$ cat src/rtl/aibcr3pnr_rstseq.sv
// Staged reset-release sequencer: synchronizes the incoming reset, then releases
// NUM_STAGES active-low resets in index order, gated by per-stage acks and a gap.
module aibcr3pnr_rstseq #(
   parameter int NUM_STAGES  = 4,
   parameter int CNT_WIDTH   = 8,
   parameter int HOLD_CYC    = 8,
   parameter int STAGE_DLY   = 16,
   parameter int ACK_TIMEOUT = 200
) (
   input  logic                          clk,
   input  logic                          rst_n,
   input  logic                          scan_mode_n,
   input  logic                          rst_n_bypass,
   input  logic                          sw_rst_req,
   input  logic [NUM_STAGES-1:0]         stage_ack,
   output logic [NUM_STAGES-1:0]         rst_n_out,
   output logic                          seq_done,
   output logic                          seq_err,
   output logic [$clog2(NUM_STAGES)-1:0] err_stage
);

   localparam int IDX_W = $clog2(NUM_STAGES);

   localparam logic [CNT_WIDTH-1:0] HOLD_LAST = CNT_WIDTH'(HOLD_CYC - 1);
   localparam logic [CNT_WIDTH-1:0] GAP_LAST  = CNT_WIDTH'(STAGE_DLY - 1);
   localparam logic [CNT_WIDTH-1:0] ACK_LAST  = CNT_WIDTH'(ACK_TIMEOUT - 1);
   localparam logic [IDX_W-1:0]     IDX_LAST  = IDX_W'(NUM_STAGES - 1);
   localparam logic [IDX_W-1:0]     IDX_ONE   = IDX_W'(1);

   typedef enum logic [2:0] {
      HOLD     = 3'd0,
      WAIT_ACK = 3'd1,
      GAP      = 3'd2,
      DONE     = 3'd3,
      ERR      = 3'd4
   } state_t;

   logic sync_rst_n;
   logic sync_p0, sync_p1, sync_p2;
   logic rst_int_n;

   state_t                  state, state_d;
   logic [CNT_WIDTH-1:0]    count, count_d;
   logic [IDX_W-1:0]        idx, idx_d;
   logic [NUM_STAGES-1:0]   rel, rel_d;
   logic                    done_r, done_d;
   logic                    err_r, err_d;
   logic [IDX_W-1:0]        err_idx, err_idx_d;

   // In scan the bypass reset also drives the synchronizer so the FSM is controllable.
   assign sync_rst_n = scan_mode_n ? rst_n : rst_n_bypass;

   // Stage boundary: 3-flop reset synchronizer, data tied high
   always_ff @(posedge clk or negedge sync_rst_n) begin
      if (!sync_rst_n) begin
         sync_p0 <= 1'b0;
         sync_p1 <= 1'b0;
         sync_p2 <= 1'b0;
      end else begin
         sync_p0 <= 1'b1;
         sync_p1 <= sync_p0;
         sync_p2 <= sync_p1;
      end
   end

   assign rst_int_n = sync_p2;

   // Stage boundary: sequencer state register
   always_ff @(posedge clk or negedge rst_int_n) begin
      if (!rst_int_n) begin
         state   <= HOLD;
         count   <= '0;
         idx     <= '0;
         rel     <= '0;
         done_r  <= 1'b0;
         err_r   <= 1'b0;
         err_idx <= '0;
      end else begin
         state   <= state_d;
         count   <= count_d;
         idx     <= idx_d;
         rel     <= rel_d;
         done_r  <= done_d;
         err_r   <= err_d;
         err_idx <= err_idx_d;
      end
   end

   always_comb begin
      state_d   = state;
      count_d   = count;
      idx_d     = idx;
      rel_d     = rel;
      done_d    = done_r;
      err_d     = err_r;
      err_idx_d = err_idx;

      if (sw_rst_req) begin
         state_d   = HOLD;
         count_d   = '0;
         idx_d     = '0;
         rel_d     = '0;
         done_d    = 1'b0;
         err_d     = 1'b0;
         err_idx_d = '0;
      end else begin
         unique case (state)
            HOLD: begin
               if (count == HOLD_LAST) begin
                  rel_d[0] = 1'b1;
                  idx_d    = '0;
                  count_d  = '0;
                  state_d  = WAIT_ACK;
               end else begin
                  count_d = count + 1'b1;
               end
            end
            WAIT_ACK: begin
               if (stage_ack[idx]) begin
                  count_d = '0;
                  if (idx == IDX_LAST) begin
                     done_d  = 1'b1;
                     state_d = DONE;
                  end else begin
                     state_d = GAP;
                  end
               end else if ((ACK_TIMEOUT != 0) && (count == ACK_LAST)) begin
                  err_d     = 1'b1;
                  err_idx_d = idx;
                  state_d   = ERR;
               end else if (ACK_TIMEOUT != 0) begin
                  // With the timeout disabled the counter parks instead of wrapping.
                  count_d = count + 1'b1;
               end
            end
            GAP: begin
               if (count == GAP_LAST) begin
                  idx_d   = idx + IDX_ONE;
                  count_d = '0;
                  state_d = WAIT_ACK;
                  for (int i = 0; i < NUM_STAGES; i++) begin
                     if (IDX_W'(i) == idx_d) rel_d[i] = 1'b1;
                  end
               end else begin
                  count_d = count + 1'b1;
               end
            end
            DONE: begin
               state_d = DONE;
            end
            ERR: begin
               state_d = ERR;
            end
            default: begin
               state_d = HOLD;
               count_d = '0;
               idx_d   = '0;
               rel_d   = '0;
               done_d  = 1'b0;
            end
         endcase
      end
   end

   assign rst_n_out = scan_mode_n ? rel : {NUM_STAGES{rst_n_bypass}};
   assign seq_done  = scan_mode_n ? done_r : rst_n_bypass;
   assign seq_err   = scan_mode_n & err_r;
   assign err_stage = err_idx;

endmodule

$ cat config.mk
export PLATFORM = sky130hd
export DESIGN_NAME = aibcr3pnr_rstseq
export DESIGN_NICKNAME = d
export VERILOG_FILES = /design/src/rtl/aibcr3pnr_rstseq.sv
export SDC_FILE = /design/constraint.sdc
export NUM_CORES = 1
export LEC_CHECK = 0
export ABC_AREA = 1
export CORE_MARGIN = 8
export CORE_UTILIZATION = 25
export DETAILED_ROUTE_END_ITERATION = 7
export PLACE_DENSITY = 0.52
export SLEW_MARGIN = 10
export SYNTH_ARGS = -nofsm -noshare
export SYNTH_HDL_FRONTEND = slang
export SYNTH_SLANG_ARGS = --single-unit
$ cat constraint.sdc
create_clock -name clk -period 1.8 [get_ports clk]
set_input_delay 0.36 -clock clk [delete_from_list [all_inputs] [get_ports clk]]
set_output_delay 0.36 -clock clk [all_outputs]
set_load 0.01 [all_outputs]
==> run_results.csv <==
group,metric,value,unit
run_status,status,"finished, final reports clean",
power_and_ir_drop,intPower,0.00102,W
timing,finalHoldViolCount,0,
job,cap_violations,0,
global_route,gr-total-overflow,0,
clocking,clk_latency,0.27,ns
global_route,track_usage,0.0838,
timing,period_share,0.970,
placement,dp_hpwl,2.69,mm
placement,gp_congestion,0.821,
detailed_routing,antenna_left,0,
detailed_routing,wl,3.38,mm
logic_synthesis,yosysTopAreaCellShare,0.404,
timing,fin_setup_tns,0,ns
detailed_routing,vias,1341,
power_and_ir_drop,clockPowerShare,0.215,
global_route,grt_pass1_wl,5.85,mm
logic_synthesis,ys_types,23,
die,chipHeight,93.1,um
clocking,cts-root-buf,"clkbuf_8",
placement,io_buffer_count,16,
timing,rsz0062_at_grt,"no",
timing,finalSetupViolCount,0,
critical_path,cp_data_arrival_time,1.39,ns
logic_synthesis,ys_async_sr_fraction,1.00,
critical_path,r2r_start,"count[0]",
clocking,clockBufferDepth,2,
logic_synthesis,synth_seq_cells,24,
final_layout,nets,246,
final_layout,final_util,0.313,
logic_synthesis,ys_top_cells_by_area,"dfrtp_1 (40%), nand2_1 (15%), nand3_1 (8.8%), inv_1 (5.1%), ha_1 (4.2%)",
final_layout,final_common_cell,"nand2_1",
logic_synthesis,syn_avg_cell_area,7.22,um2
clocking,cts_max_level,1,
logic_synthesis,synth_nets,220,
clocking,path_clk_slew,0.09,ns
timing,fmaxAchievable,573,MHz
critical_path,crit_path_top_delay_cell,"clkdlybuf4s50_1",
global_route,first_global_vias,1228,
critical_path,crit_chain,"clkdlybuf4s50_1, inv_2, nand2_2, o21ai_1, dlygate4sd2_1",
clocking,cts_setup_buffers,0,
logic_synthesis,synth_edf_count,0,
detailed_routing,drtIter0Drc,144,
detailed_routing,dr.pass1.iters,4,
critical_path,crit_required,1.44,ns
power_and_ir_drop,p_leak,0.909,nW
final_layout,final_layout_size_suffix_gt1_frac,0.152,
timing,finClkSkew,0.00718,ns
logic_synthesis,synth_top_cell_by_area,"dfrtp_1",
critical_path,cp_top_family,"buffers and inverters",
die,initial_utilization,0.254,
final_layout,layout_common_cells,"nand2_1 (57), nand3_1 (26), dfrtp_1 (24)",
placement,place_ws,-0.310,ns
global_route,antenna_found_initial,0,
logic_synthesis,ys_warn_count,0,
logic_synthesis,synth_area,1490,um2
final_layout,fillerInstances,631,
min_path,hp-class,"reg -> async",
timing,fin_ws,0.0549,ns
clocking,cts_num_sinks,24,
critical_path,slowest_delay,0.50,ns
critical_path,cp-start-kind,"primary input",
die,core_area,5850,um2
die,rows,28,
timing,maxSlewViolCount,0,
detailed_routing,viasPerCell,4.38,
detailed_routing,drc_errors,0,
critical_path,cp-end-kind,"output port",
logic_synthesis,synth.yosys.seq_area_share,0.404,
final_layout,num_antenna_cells,0,
critical_path,cp_max_fo,6,
logic_synthesis,netlist_instances,206,
clocking,cts_tree,"yes",
power_and_ir_drop,cellPowerDensity,935,nW/um2
final_layout,area_growth,23.3,%
power_and_ir_drop,pwr-share-comb,0.391,
clocking,cts_made_buffers,3,
global_route,grt_max_degree,22,
critical_path,worstSetupPathType,"in -> out",
die,dieWidth,93.1,um
timing,period_needed,1.75,ns
power_and_ir_drop,peakVddDrop,0.295,mV
critical_path,crit_buf_inv,3,
die,die-area,8670,um2
die,pin_count,17,
logic_synthesis,yosys_most_used_dff,"dfrtp_1",
power_and_ir_drop,netSwitchingPower,0.000696,W
power_and_ir_drop,p_sw_frac,0.406,
power_and_ir_drop,seqPwrFrac,0.394,
detailed_routing,wl_per_cell,11.0,um
critical_path,crit_start,"scan_mode_n",
-- cell families after synthesis --
family | share of synthesized area
buffers and inverters | 0.0758
xor gates and xnor gates | 0.0118
adders and majority gates | 0.0421
AOI/OAI and AO/OA | 0.0976
other | 0.00252
and+or+nand+nor | 0.366
DFF | 0.404
-- through the flow --
| stage | total power [W] | std cells | hold WS [ns] | cell area (um2) |
|---|---|---|---|---|
| 6_report | 0.00171 | 306 | 0.213 | 1830 |
| 5_1_grt | 0.00186 | 306 | 0.276 | 1830 |
| 4_1_cts | 0.00173 | 306 | 0.232 | 1830 |
| 3_5_place_dp | 0.00136 | 302 | 0.224 | 1780 |
| 3_3_place_gp | 0.00137 | 302 | 0.226 | 1780 |
| 2_1_floorplan | 0.00116 | 206 | 0.164 | 1490 |
-- cell usage after synthesis (2+ instances only) --
master	instances
a21oi_1	7
dfrtp_1	24
ha_1	5
inv_1	20
inv_2	9
nand2_1	58
nand2_2	6
nand3_1	26
nand4_1	4
nor2_1	16
nor2_2	2
nor2_4	2
o21ai_0	9
o21ai_1	8
xor2_1	2
-- layer usage --
| metal | vias up | GRT usage | share of wire |
|---|---|---|---|
| met5 | - | 0 | 0 |
| met4 | 0 | 0.0322 | 0.017 |
| met3 | 5 | 0.0208 | 0.053 |
| met2 | 31 | 0.130 | 0.42 |
| met1 | 593 | 0.109 | 0.51 |
| li1 | 712 | - | - |
-- power by group through the flow --
stage	Clock [W]	Combinational, W	Sequential (W)
floorplan	0	0.000484	0.000680
global placement	0	0.000678	0.000688
detailed placement	0	0.000672	0.000687
CTS	0.000386	0.000669	0.000675
global route	0.000414	0.000764	0.000686
finish	0.000369	0.000671	0.000675
-- worst paths after layout --
path	cells past startpoint	end	slack [ns]
worst max register to register	9	state[0]	0.20
min in group clk	0	rst_int_n	0.36
max in group asynchronous	5	sync_p0	1.04
worst max-delay path	5	rst_n_out[3]	0.05
worst min-delay path	1	err_r	0.21
worst min register to register	1	err_r	0.21
-- cell type report --
cell class                 instances  area [um2]  area share
clock buffer                       4        55.1      0.0300
tap                               75        93.8      0.0512
inverter                          29         109      0.0594
timing repair buffer              22         199       0.109
sequential                        24         601       0.328
multi-input combinational        152         776       0.423
-- sequential cells by signal, summed over array words and instances, names as in the netlist --
register and count:
count 8, done_r 1, err_r 1, err_stage 2, idx 2, rel 4, rst_int_n 1, state 3
sync_p0 1, sync_p1 1
-- repair_timing --
action	4_1_cts	5_1_grt
gates cloned	0	0
hold buffers	0	0
endpoints found under the hold margin	0	0
endpoints found under the setup margin	6	5
gates resized for setup	8	2
(Power assumes the default switching activity.)
